[config.mk]
export PLATFORM = sky130hd
export DESIGN_NAME = nibble_serial_adder_ctrl_flat
export DESIGN_NICKNAME = d
export VERILOG_FILES = /design/src/rtl/nibble_seq_pkg.sv /design/src/rtl/nibble_serial_adder_ctrl_if.sv /design/src/rtl/ripple_carry_adder.sv /design/src/rtl/nibble_serial_adder_ctrl.sv /design/src/flat_wrapper.sv
export SDC_FILE = /design/constraint.sdc
export NUM_CORES = 1
export LEC_CHECK = 0
export BUFFER_PORTS_ARGS = -buffer_cell sky130_fd_sc_hd__buf_4
export CORE_MARGIN = 4
export CORE_UTILIZATION = 53
export CTS_CLUSTER_DIAMETER = 150
export DETAILED_ROUTE_END_ITERATION = 7
export GPL_ROUTABILITY_DRIVEN = 0
export GPL_TIMING_DRIVEN = 0
export HOLD_SLACK_MARGIN = 0.12
export PLACE_DENSITY = 0.79
export SLEW_MARGIN = 10
export SYNTH_ARGS = -nofsm -noshare
export SYNTH_HDL_FRONTEND = slang
export SYNTH_SLANG_ARGS = --single-unit
[constraint.sdc]
create_clock -name clk -period 3.4 [get_ports clk]
set_input_delay 0.68 -clock clk [delete_from_list [all_inputs] [get_ports clk]]
set_output_delay 0.68 -clock clk [all_outputs]
set_load 0.03 [all_outputs]
[src/rtl/nibble_seq_pkg.sv]
// Shared constants, FSM encoding and saturation helpers for the nibble-serial adder.
package nibble_seq_pkg;

  localparam int NIBBLE_W = 4;

  typedef logic [1:0] state_t;

  localparam state_t ST_IDLE = 2'd0;
  localparam state_t ST_RUN  = 2'd1;
  localparam state_t ST_DONE = 2'd2;

  // Clamp patterns for a w-bit signed result, returned in a 64-bit container.
  function automatic logic [63:0] sat_pos(input int w);
    return (64'd1 << (w - 1)) - 64'd1;
  endfunction

  function automatic logic [63:0] sat_neg(input int w);
    return 64'd1 << (w - 1);
  endfunction

endpackage

[src/rtl/nibble_serial_adder_ctrl_if.sv]
// Operand request / result handshake bundle between the ALU front-end and the serial adder.
interface nibble_serial_adder_ctrl_if
  import nibble_seq_pkg::*;
#(
  parameter int NIBBLES = 4
);
  localparam int W = NIBBLE_W * NIBBLES;

  logic         start_valid;
  logic         start_ready;
  logic [W-1:0] a;
  logic [W-1:0] b;
  logic         sub;
  logic         res_valid;
  logic         res_ready;
  logic [W-1:0] sum;
  logic         cout;
  logic         ovf;

  modport master (
    output start_valid, a, b, sub, res_ready,
    input  start_ready, res_valid, sum, cout, ovf
  );

  modport slave (
    input  start_valid, a, b, sub, res_ready,
    output start_ready, res_valid, sum, cout, ovf
  );
endinterface

[src/rtl/ripple_carry_adder.sv]
// 4-bit ripple carry adder; Cin_msb is the carry into bit 3 for signed overflow detection.
module ripple_carry_adder (
  input  logic [3:0] A,
  input  logic [3:0] B,
  input  logic       Cin,
  output logic [3:0] S,
  output logic       Cout,
  output logic       Cin_msb
);
  logic [4:0] c;

  always_comb begin
    c    = '0;
    S    = '0;
    c[0] = Cin;
    for (int i = 0; i < 4; i++) begin
      S[i]   = A[i] ^ B[i] ^ c[i];
      c[i+1] = (A[i] & B[i]) | ((A[i] ^ B[i]) & c[i]);
    end
  end

  assign Cout    = c[4];
  assign Cin_msb = c[3];
endmodule

[src/rtl/nibble_serial_adder_ctrl.sv]
// Wide add/subtract sequenced LS nibble first over one 4-bit adder.
// Optional signed saturation of the final result: define NIBBLE_SEQ_SAT_EN.
module nibble_serial_adder_ctrl
  import nibble_seq_pkg::*;
#(
  parameter int NIBBLES = 4
) (
  input logic                       clk,
  input logic                       rst,
  nibble_serial_adder_ctrl_if.slave bus
);
  localparam int W     = NIBBLE_W * NIBBLES;
  localparam int IDX_W = $clog2(NIBBLES);
  localparam logic [IDX_W-1:0] LAST = IDX_W'(NIBBLES - 1);

  state_t             state;
  logic [W-1:0]       op_a;
  logic [W-1:0]       op_b;
  logic [W-1:0]       sum_r;
  logic [W-1:0]       sum_next;
  logic [IDX_W-1:0]   idx;
  logic               carry;
  logic               cout_r;
  logic               ovf_r;
  logic [NIBBLE_W-1:0] add_a;
  logic [NIBBLE_W-1:0] add_b;
  logic [NIBBLE_W-1:0] add_s;
  logic               add_cout;
  logic               add_cin_msb;
  logic               ovf_next;
  logic               accept;

`ifdef NIBBLE_SEQ_SAT_EN
  localparam logic [63:0] SAT_POS = sat_pos(W);
  localparam logic [63:0] SAT_NEG = sat_neg(W);

  // Overflow can only occur when both effective operands share a sign, so op_a's sign is the true sign.
  function automatic logic [W-1:0] saturate(input logic neg);
    return neg ? SAT_NEG[W-1:0] : SAT_POS[W-1:0];
  endfunction
`endif

  assign add_a    = op_a[{idx, 2'b00} +: NIBBLE_W];
  assign add_b    = op_b[{idx, 2'b00} +: NIBBLE_W];
  assign ovf_next = add_cout ^ add_cin_msb;
  assign accept   = (state == ST_IDLE) && bus.start_valid;

  ripple_carry_adder u_rca (
    .A       (add_a),
    .B       (add_b),
    .Cin     (carry),
    .S       (add_s),
    .Cout    (add_cout),
    .Cin_msb (add_cin_msb)
  );

  always_comb begin
    sum_next = sum_r;
    sum_next[{idx, 2'b00} +: NIBBLE_W] = add_s;
`ifdef NIBBLE_SEQ_SAT_EN
    if (idx == LAST && ovf_next) sum_next = saturate(op_a[W-1]);
`endif
  end

  // Operand capture: subtraction is folded into inverted B plus carry-in of 1.
  always_ff @(posedge clk) begin
    if (accept) begin
      op_a <= bus.a;
      op_b <= bus.sub ? ~bus.b : bus.b;
    end
  end

  always_ff @(posedge clk) begin
    if (rst) begin
      state  <= ST_IDLE;
      idx    <= '0;
      carry  <= 1'b0;
      sum_r  <= '0;
      cout_r <= 1'b0;
      ovf_r  <= 1'b0;
    end else begin
      case (state)
        ST_IDLE: begin
          if (bus.start_valid) begin
            state <= ST_RUN;
            idx   <= '0;
            carry <= bus.sub;
          end
        end
        ST_RUN: begin
          sum_r <= sum_next;
          carry <= add_cout;
          idx   <= idx + 1'b1;
          if (idx == LAST) begin
            cout_r <= add_cout;
            ovf_r  <= ovf_next;
            state  <= ST_DONE;
          end
        end
        ST_DONE: begin
          if (bus.res_ready) state <= ST_IDLE;
        end
        default: state <= ST_IDLE;
      endcase
    end
  end

  assign bus.start_ready = (state == ST_IDLE);
  assign bus.res_valid   = (state == ST_DONE);
  assign bus.sum         = sum_r;
  assign bus.cout        = cout_r;
  assign bus.ovf         = ovf_r;
endmodule
[src/flat_wrapper.sv]
// flat-port wrapper written by rule: the top's interface ports become plain ports
module nibble_serial_adder_ctrl_flat import nibble_seq_pkg::*;
#(
  parameter int NIBBLES = 4
)
  (clk, rst, bus_start_valid, bus_a, bus_b, bus_sub, bus_res_ready, bus_start_ready, bus_res_valid, bus_sum, bus_cout, bus_ovf);
  nibble_serial_adder_ctrl_if #(.NIBBLES(NIBBLES)) bus_i ();
  input logic clk;
  input logic rst;
  input wire logic [$bits(bus_i.start_valid)-1:0] bus_start_valid;
  input wire logic [$bits(bus_i.a)-1:0] bus_a;
  input wire logic [$bits(bus_i.b)-1:0] bus_b;
  input wire logic [$bits(bus_i.sub)-1:0] bus_sub;
  input wire logic [$bits(bus_i.res_ready)-1:0] bus_res_ready;
  output wire logic [$bits(bus_i.start_ready)-1:0] bus_start_ready;
  output wire logic [$bits(bus_i.res_valid)-1:0] bus_res_valid;
  output wire logic [$bits(bus_i.sum)-1:0] bus_sum;
  output wire logic [$bits(bus_i.cout)-1:0] bus_cout;
  output wire logic [$bits(bus_i.ovf)-1:0] bus_ovf;
  assign bus_i.start_valid = bus_start_valid;
  assign bus_i.a = bus_a;
  assign bus_i.b = bus_b;
  assign bus_i.sub = bus_sub;
  assign bus_i.res_ready = bus_res_ready;
  assign bus_start_ready = bus_i.start_ready;
  assign bus_res_valid = bus_i.res_valid;
  assign bus_sum = bus_i.sum;
  assign bus_cout = bus_i.cout;
  assign bus_ovf = bus_i.ovf;
  nibble_serial_adder_ctrl #(.NIBBLES(NIBBLES)) u_core (.clk(clk), .rst(rst), .bus(bus_i));
endmodule
==> results of run 1 <==
synthesized netlist by cell type:
| library cell | instances | share of area (%) |
|---|---|---|
| sky130_fd_sc_hd__edfxtp_1 | 32 | 39 |
| sky130_fd_sc_hd__dfxtp_1 | 23 | 19 |
| sky130_fd_sc_hd__xor2_1 | 16 | 5.7 |
| sky130_fd_sc_hd__a21oi_1 | 15 | 3.0 |
| sky130_fd_sc_hd__inv_1 | 13 | 2.0 |
| sky130_fd_sc_hd__nand2_1 | 13 | 2.0 |
| sky130_fd_sc_hd__nand4_1 | 12 | 3.0 |
| sky130_fd_sc_hd__mux4_2 | 8 | 7.3 |
| sky130_fd_sc_hd__nor2_1 | 8 | 1.2 |
| sky130_fd_sc_hd__buf_2 | 6 | 1.2 |
| sky130_fd_sc_hd__ha_1 | 6 | 3.0 |
| sky130_fd_sc_hd__nand3b_1 | 5 | 1.5 |
| sky130_fd_sc_hd__fa_1 | 4 | 3.2 |
| sky130_fd_sc_hd__a32oi_1 | 3 | 1.1 |
| sky130_fd_sc_hd__clkbuf_1 | 3 | 0.46 |
| sky130_fd_sc_hd__mux2i_1 | 3 | 1.2 |
| sky130_fd_sc_hd__nor2b_1 | 3 | 0.76 |
| sky130_fd_sc_hd__a2111oi_2 | 1 | 0.61 |
| sky130_fd_sc_hd__a211oi_1 | 1 | 0.30 |
| sky130_fd_sc_hd__and2_1 | 1 | 0.25 |
| sky130_fd_sc_hd__and3b_1 | 1 | 0.35 |
| sky130_fd_sc_hd__and4bb_1 | 1 | 0.51 |
| sky130_fd_sc_hd__buf_6 | 1 | 0.46 |
| sky130_fd_sc_hd__nand2b_1 | 1 | 0.25 |
| sky130_fd_sc_hd__nand3_1 | 1 | 0.20 |
| sky130_fd_sc_hd__nor3_1 | 1 | 0.20 |
| sky130_fd_sc_hd__nor3b_1 | 1 | 0.30 |
| sky130_fd_sc_hd__nor3b_2 | 1 | 0.51 |
| sky130_fd_sc_hd__nor4b_2 | 1 | 0.61 |
| sky130_fd_sc_hd__o21ba_1 | 1 | 0.41 |
| sky130_fd_sc_hd__o21ba_2 | 1 | 0.41 |
| sky130_fd_sc_hd__xnor2_1 | 1 | 0.35 |
sequential cells by signal, summed over array words and instances, names as in the netlist:
signal	flops
u_core.op_b	16
u_core.carry	1
u_core.bus.sum	16
u_core.bus.cout	1
u_core.idx	2
u_core.op_a	16
u_core.bus.ovf	1
u_core.state	2
how the worst min path moves through the flow:
| stage | slack [ns] | depth (start not counted) | from | endpoint |
|---|---|---|---|---|
| 6_report | 0.45 | 2 | u_core.bus.sum[15] | u_core.bus.sum[15] |
| 5_1_grt | 0.48 | 2 | u_core.bus.sum[15] | u_core.bus.sum[15] |
| 4_1_cts | 0.46 | 2 | u_core.bus.sum[15] | u_core.bus.sum[15] |
| 3_5_place_dp | 0.44 | 2 | u_core.bus.sum[15] | u_core.bus.sum[15] |
| 3_3_place_gp | 0.44 | 2 | u_core.bus.sum[15] | u_core.bus.sum[15] |
| 2_1_floorplan | 0.54 | 2 | u_core.carry | u_core.carry |
stage by stage:
step	setup WS (ns)	util [%]	instance area, um2	hold WS [ns]
floorplan	0.478	-	2470	0.536
global placement	0.174	66.3	2950	0.441
detailed placement	0.190	66.4	2950	0.444
CTS	0.158	68.2	3030	0.457
global route	0.00445	68.2	3030	0.475
finish	0.212	68.2	3030	0.452
cells by family (layout without fill, tap and decap cells):
group,Yosys count,after routing,share of synthesized area (%)
AO/OA/AOI/OAI,22,22,5.83
AND/OR/NAND/NOR,50,50,11.7
flip-flops,55,55,57.5
adder cells (fa/ha/maj),10,10,6.28
buffers and inverters,23,86,4.10
multiplexers,11,11,8.51
XOR/XNOR,17,17,6.03
where the power goes:
| part | leakage [nW] | switching [mW] | total [mW] | internal [mW] |
|---|---|---|---|---|
| combinational | 0.678 | 0.134 | 0.241 | 0.107 |
| sequential | 0.492 | 0.0137 | 0.759 | 0.745 |
| clock | 0.0422 | 0.194 | 0.339 | 0.145 |
layer usage:
layer	routed length [um]	track usage [%]	share of wire, %	vias up
met5	0	0	0	-
met4	71	4.89	1.5	0
met3	248	4.14	5.4	7
met2	2260	28.3	49	52
met1	2020	21.6	44	766
li1	-	-	-	800
tightest hold or removal path: stages (launching register included):
cell and delay, ns:
sky130_fd_sc_hd__dfxtp_1 0.32, sky130_fd_sc_hd__nand2_1 0.05, sky130_fd_sc_hd__a21oi_1 0.05
area by class of cell:
class / instances / area, um2
Fill cell: 347 / 1410
Clock buffer: 7 / 76.3
Inverter: 13 / 48.8
Timing Repair Buffer: 55 / 413
Multi-Input combinational cell: 110 / 948
Tap cell: 52 / 65.1
Clock inverter: 1 / 5.00
Sequential cell: 55 / 1420
Buffer: 10 / 52.6
repair_timing:
| action | CTS | global route |
|---|---|---|
| setup endpoints to repair | 0 | 1 |
| resized for setup | 0 | 1 |
| hold endpoints to repair | 0 | 0 |
==> parameters.txt, run 1 <==
Parameter                              Value

Timing
  Final hold violations ... 0
  # setup viols final ... 0
  Setup TNS Final ... 0 ns
  Pins Over Slew Limit ... 0
  Measured slew at the worst slew-check pin ... 0.741 ns
  Worst clock skew on the final layout ... 0.00725 ns
  Upper clock frequency limit ... 314 MHz
  Unrepaired setup endpoints after global routing ... no
  Headroom to the max-slew limit ... slightly above 50%
  Fin crit period ... between 3 and 4 ns
  Share of the clock period used by the worst path ... between 90% and 100%

Route
  Vias ... 1,625
  Initial DRC Count ... 88
  Drc violations ... 0
  Antenna-violating nets left ... 0
  DRT Wirelength ... between 4000 and 5000 um
  Final routed wire length divided by cell count ... 15.2 um
  Drt via density ... 5.36
  Detailed-routing iteration count for the pre-antenna-repair pass ... 4

Yosys
  Yosys reg bits ... 55
  Synth warn ... 0
  Synth Cell Area ... ~2500 um2
  Synthesized area divided by synthesized cell count ... around 13 um2
  Number of instances in the synthesized netlist ... 188
  Post-synthesis net count ... 235
  Share of the yosys chip area belonging to registers ... 57.5%
  Count of distinct cell types in the synthesized netlist ... 32

GRT
  Initial antenna violation count ... 0
  Global router's overall resource usage ... 16.8%
  Number of global-route vias before repair ... 1,656
  Global-route wire length before repair ... 7890 um
  Grt ovf ... 0
  Pin count of the biggest net entering global routing ... 34

CTS
  Clock slew at the register clock pins of the worst setup and hold paths ... about 0.090 ns
  TritonCTS buffer count ... 5
  # Post-CTS Setup Buffers ... 0
  Clock tree from TritonCTS ... done
  Worst-skew pair later-pin latency ... 0.30 ns
  Deepest clock path buffer count ... 2
  Number of levels in the clock H-tree ... 2
  Number of sinks handled by clock tree synthesis ... 55
  Root Buffer ... sky130_fd_sc_hd__clkbuf_8
  Count of hold-fix buffers inserted at cts ... 0

Final layout
  Layout overhead on the synthesized area ... 22.7%
  Commonest cells after routing, fill and taps aside ... sky130_fd_sc_hd__buf_4 (55), sky130_fd_sc_hd__edfxtp_1 (32), sky130_fd_sc_hd__dfxtp_1 (22)
  Ant diodes ... 0
  Most frequent standard cell in the layout excluding fill and tap cells ... sky130_fd_sc_hd__buf_4
  Post-layout instance count excluding filler cells ... 303
  Share of post-route cells with drive strength above 1 ... 32.7%
  Nets@finish ... about 300

Place
  Number of input and output port buffers inserted ... 55
  Detailed-placement wirelength estimate ... 3420 um
  Placed instance count ... a little under 300

Power and ir drop
  Total Power Consumption ... 1.34 mW
  Worst vdd ir ... 0.250 mV
  Power density cells ... 442 nW/um2
  Leakage power ... 1.21 nW

Outcome
  Run status ... finished, final reports clean

Flow run
  Max Cap Viol ... 0

Critical path
  Worst Setup EP ... u_core.bus.sum[15]
  Worst Path Max Fanout ... 9
  Worst-path cell with the longest stage delay ... sky130_fd_sc_hd__fa_1
  Reg-to-reg critical path startpoint ... u_core.idx[1]
  List of cells traversed by the critical path ... clkbuf_1, mux4_2, fa_1, inv_1, fa_1, fa_1, inv_1, fa_1, nand4_1, a21oi_1
  Cell type with the highest occurrence count on the critical path ... sky130_fd_sc_hd__fa_1
  Critical path startpoint category ... register
  Worst Reg2Reg Path Length in Cells ... 10
  Endpoint of the worst-slack reg-to-reg timing path ... u_core.bus.sum[15]
  Register-to-register setup slack ... 0.21 ns
  Cell depth of the worst setup path ... 10
  Stage delay of the slowest cell on the critical path ... 0.60 ns
  Worst setup EP type ... register
  Top cell family by delay on the critical path ... adder cells
  WP data arrival ... 3.42 ns
  Critical path origin ... u_core.idx[1]
  Number of buffers and inverters on the critical path ... 3
  Required time of the worst setup path ... 3.64 ns
  Type of the setup path with the least slack ... register to register

Die
  Height of the chip ... 76.3 um
  Die boundary width ... 76.3 um
  Starting density of the core ... 55.6%
  # IOs ... 57
  Number of rows created at floorplan ... 24
  Area enclosed by the die boundary ... 5820 um2
  Core box area ... 4440 um2

Min path
  Worst Hold Class ... register to register
No activity file was read; power rests on OpenSTA's default activity.
==> inputs of run 2 (changes only) <==
--- a/config.mk
+++ b/config.mk
@@ -7,13 +7,13 @@
 export LEC_CHECK = 0
 export BUFFER_PORTS_ARGS = -buffer_cell sky130_fd_sc_hd__buf_4
 export CORE_MARGIN = 4
-export CORE_UTILIZATION = 53
+export CORE_UTILIZATION = 48
 export CTS_CLUSTER_DIAMETER = 150
 export DETAILED_ROUTE_END_ITERATION = 7
 export GPL_ROUTABILITY_DRIVEN = 0
 export GPL_TIMING_DRIVEN = 0
 export HOLD_SLACK_MARGIN = 0.12
-export PLACE_DENSITY = 0.79
+export PLACE_DENSITY = 0.75
 export SLEW_MARGIN = 10
 export SYNTH_ARGS = -nofsm -noshare
 export SYNTH_HDL_FRONTEND = slang
==> constraint.sdc (replaced) <==
create_clock -name clk -period 2.75 [get_ports clk]
set_input_delay 0.55 -clock clk [delete_from_list [all_inputs] [get_ports clk]]
set_output_delay 0.55 -clock clk [all_outputs]
set_load 0.03 [all_outputs]
==> parameters.txt, run 2 (same netlist as run 1, synthesis figures left out) <==
Parameter                              Value

Outcome
  Run status ... finished, final reports clean (unchanged)

Final layout
  Ant diodes ... 0 (unchanged)
  Fill cell count ... 389 (was 347)
  Most frequent standard cell in the layout excluding fill and tap cells ... sky130_fd_sc_hd__buf_4 (unchanged)
  Final standard cell area without fillers ... 3130 um2 (was 3030 um2)
  Share of post-route cells with drive strength above 1 ... 37.8% (was 32.7%)
  Nets@finish ... 300 (was 297)
  Commonest cells after routing, fill and taps aside ... sky130_fd_sc_hd__buf_4 (59), sky130_fd_sc_hd__edfxtp_1 (32), sky130_fd_sc_hd__dfxtp_1 (21) (was sky130_fd_sc_hd__buf_4 (55), sky130_fd_sc_hd__edfxtp_1 (32), sky130_fd_sc_hd__dfxtp_1 (22))
  Post-layout utilization of the core ... 64.5% (was 68.2%)
  Layout overhead on the synthesized area ... 26.6% (was 22.7%)

Power and ir drop
  Internal power summed over all cells ... 1.34 mW (was 997 uW)
  Combinational cell fraction of total power ... 18.0% (about the same)
  Clock Power Share ... 29.3% (was 25.3%)
  Switching pwr ... 443 uW (was 342 uW)
  Leakage power ... 1.24 nW (was 1.21 nW)
  Switching part of the total ... 24.9% (was 25.6%)
  Power density cells ... 568 nW/um2 (was 442 nW/um2)
  Worst vdd ir ... 0.374 mV (was 0.250 mV)
  Sequential Power Share ... 52.7% (was 56.7%)

Critical path
  Critical path origin ... u_core.idx[0] (was u_core.idx[1])
  Reg-to-reg critical path startpoint ... u_core.idx[0] (was u_core.idx[1])
  Stage delay of the slowest cell on the critical path ... 0.57 ns (was 0.60 ns)
  Worst Path Max Fanout ... 4 (was 9)
  Number of buffers and inverters on the critical path ... 2 (was 3)
  Register-to-register setup slack ... 0.04 ns (was 0.21 ns)
  Worst-path cell with the longest stage delay ... sky130_fd_sc_hd__fa_2 (was sky130_fd_sc_hd__fa_1)
  Worst setup EP type ... register (unchanged)
  Cell type with the highest occurrence count on the critical path ... sky130_fd_sc_hd__fa_2 (was sky130_fd_sc_hd__fa_1)
  Top cell family by delay on the critical path ... adder cells (unchanged)
  Required time of the worst setup path ... 2.99 ns (was 3.64 ns)
  WP data arrival ... 2.94 ns (was 3.42 ns)
  Critical path startpoint category ... register (unchanged)
  Type of the setup path with the least slack ... register to register (unchanged)
  List of cells traversed by the critical path ... mux4_2, fa_2, inv_2, fa_2, fa_2, inv_2, fa_2, nand4_1, a21oi_1 (was clkbuf_1, mux4_2, fa_1, inv_1, fa_1, fa_1, inv_1, fa_1, nand4_1, a21oi_1)

Route
  Final routed wire length divided by cell count ... 14.3 um (was 15.2 um)
  Detailed-routing iteration count for the pre-antenna-repair pass ... 4 (unchanged)
  Drt via density ... 5.04 (was 5.36)
  DRT Wirelength ... 4600 um (about the same)
  Vias ... 1,619 (was 1,625)
  Drc violations ... 0 (unchanged)
  Antenna-violating nets left ... 0 (unchanged)
  Initial DRC Count ... 54 (was 88)

Timing
  Pins Over Slew Limit ... 0 (unchanged)
  Worst clock skew on the final layout ... 0.00602 ns (was 0.00725 ns)
  Setup ws final ... 0.0426 ns (was 0.212 ns)
  Share of the clock period used by the worst path ... 98.5% (was 93.8%)
  Worst hold slack after final layout ... 0.411 ns (was 0.452 ns)
  Fin crit period ... 2.71 ns (was 3.19 ns)
  # setup viols final ... 0 (unchanged)
  Headroom to the max-slew limit ... 49.0% (was 50.6%)
  Final hold violations ... 0 (unchanged)
  Measured slew at the worst slew-check pin ... 0.765 ns (was 0.741 ns)
  Upper clock frequency limit ... 369 MHz (was 314 MHz)
  Unrepaired setup endpoints after global routing ... yes (was no)

Place
  Detailed-placement wirelength estimate ... 3340 um (was 3420 um)
  Worst slack at placement ... -0.415 ns (was 0.190 ns)
  Cell area reported after detailed placement ... 2980 um2 (was 2950 um2)
  Number of input and output port buffers inserted ... 55 (unchanged)

GRT
  Grt ovf ... 0 (unchanged)
  Pin count of the biggest net entering global routing ... 34 (unchanged)
  Number of global-route vias before repair ... 1,592 (was 1,656)
  Global router's overall resource usage ... 15.6% (was 16.8%)
  Global-route wire length before repair ... 7530 um (was 7890 um)
  Initial antenna violation count ... 0 (unchanged)

CTS
  Clock slew at the register clock pins of the worst setup and hold paths ... 0.09 ns (about the same)
  Clock tree from TritonCTS ... done (unchanged)
  Number of levels in the clock H-tree ... 2 (unchanged)
  Number of sinks handled by clock tree synthesis ... 55 (unchanged)
  Deepest clock path buffer count ... 2 (unchanged)
  Worst-skew pair later-pin latency ... 0.31 ns (was 0.30 ns)
  Root Buffer ... sky130_fd_sc_hd__clkbuf_8 (unchanged)
  TritonCTS buffer count ... 5 (unchanged)

Die
  Area enclosed by the die boundary ... 6360 um2 (was 5820 um2)
  Die boundary width ... 79.7 um (was 76.3 um)
  Starting density of the core ... 50.9% (was 55.6%)
  Core box area ... 4850 um2 (was 4440 um2)
  # IOs ... 57 (unchanged)
  Height of the chip ... 79.7 um (was 76.3 um)
  Number of rows created at floorplan ... 25 (was 24)

Flow run
  Max Cap Viol ... 0 (unchanged)

Min path
  Source of the worst hold timing path ... bus_a[5] (was u_core.bus.sum[15])
  Worst Hold Class ... input port to register (was register to register)
## run 2: cell types whose count changed in the layout (fill, tap and decap cells not counted), sizes merged
cell,delta
bufinv,+1
clkinvlp,+1
clkbuf,-2
buf,+3
## run 2: routing by layer
metal  share of wire [%]  global-route usage (%)
met1                  44                    19.5
met2                  48                    26.1
met3                 6.1                    3.72
met4                 1.5                    6.25
met5                   0                       0
## run 2: worst reg2reg max path, delay by kind of cell, from the launching register on
kind / cells / cell delay, ns
muxes: 1 / 0.53
and+or+nand+nor: 1 / 0.09
adders and majority gates: 4 / 1.37
DFF: 1 / 0.39
AOI/OAI and AO/OA: 1 / 0.15
buffers and inverters: 2 / 0.11
## run 2: layout make-up
| cell class | instances | area (um2) | area share (%) |
|---|---|---|---|
| Sequential cell | 55 | 1430 | 45.6 |
| Multi-Input combinational cell | 110 | 967 | 30.9 |
| Timing Repair Buffer | 59 | 443 | 14.2 |
| Tap cell | 67 | 83.8 | 2.68 |
| Clock buffer | 5 | 68.8 | 2.20 |
| Buffer | 9 | 51.3 | 1.64 |
| Inverter | 13 | 48.8 | 1.56 |
| Clock inverter | 3 | 38.8 | 1.24 |
## run 2: repair_timing
| item | in CTS | in global routing |
|---|---|---|
| setup buffers | 3 | 1 |
| endpoints found under the setup margin | 11 | 6 |
| pin swaps | 11 | 7 |
| resized for setup | 10 | 2 |
| hold buffers | 0 | 0 |
## run 2: power groups by stage
| stage | Clock (mW) | Combinational, mW | Sequential [mW] |
|---|---|---|---|
| after floorplan | 0 | 0.186 | 0.963 |
| after global placement | 0 | 0.298 | 0.956 |
| after detailed placement | 0 | 0.303 | 0.957 |
| after CTS | 0.534 | 0.329 | 0.936 |
| after global routing | 0.561 | 0.352 | 0.942 |
| final | 0.520 | 0.321 | 0.937 |
## run 2: per-stage QoR
stage | power, mW | instances | TNS [ns]
global placement | 1.25 | 310 | -2.53
floorplan | 1.15 | 188 | 0
CTS | 1.80 | 321 | -0.238
global route | 1.85 | 321 | -0.191
detailed placement | 1.26 | 310 | -2.86
finish | 1.78 | 321 | 0
## run 2: worst paths after layout
path,end,cells past startpoint
worst max register to register,u_core.bus.sum[7],9
worst max-delay path,u_core.bus.sum[7],9
worst min-delay path,u_core.op_a[5],1
worst min register to register,u_core.bus.sum[6],2
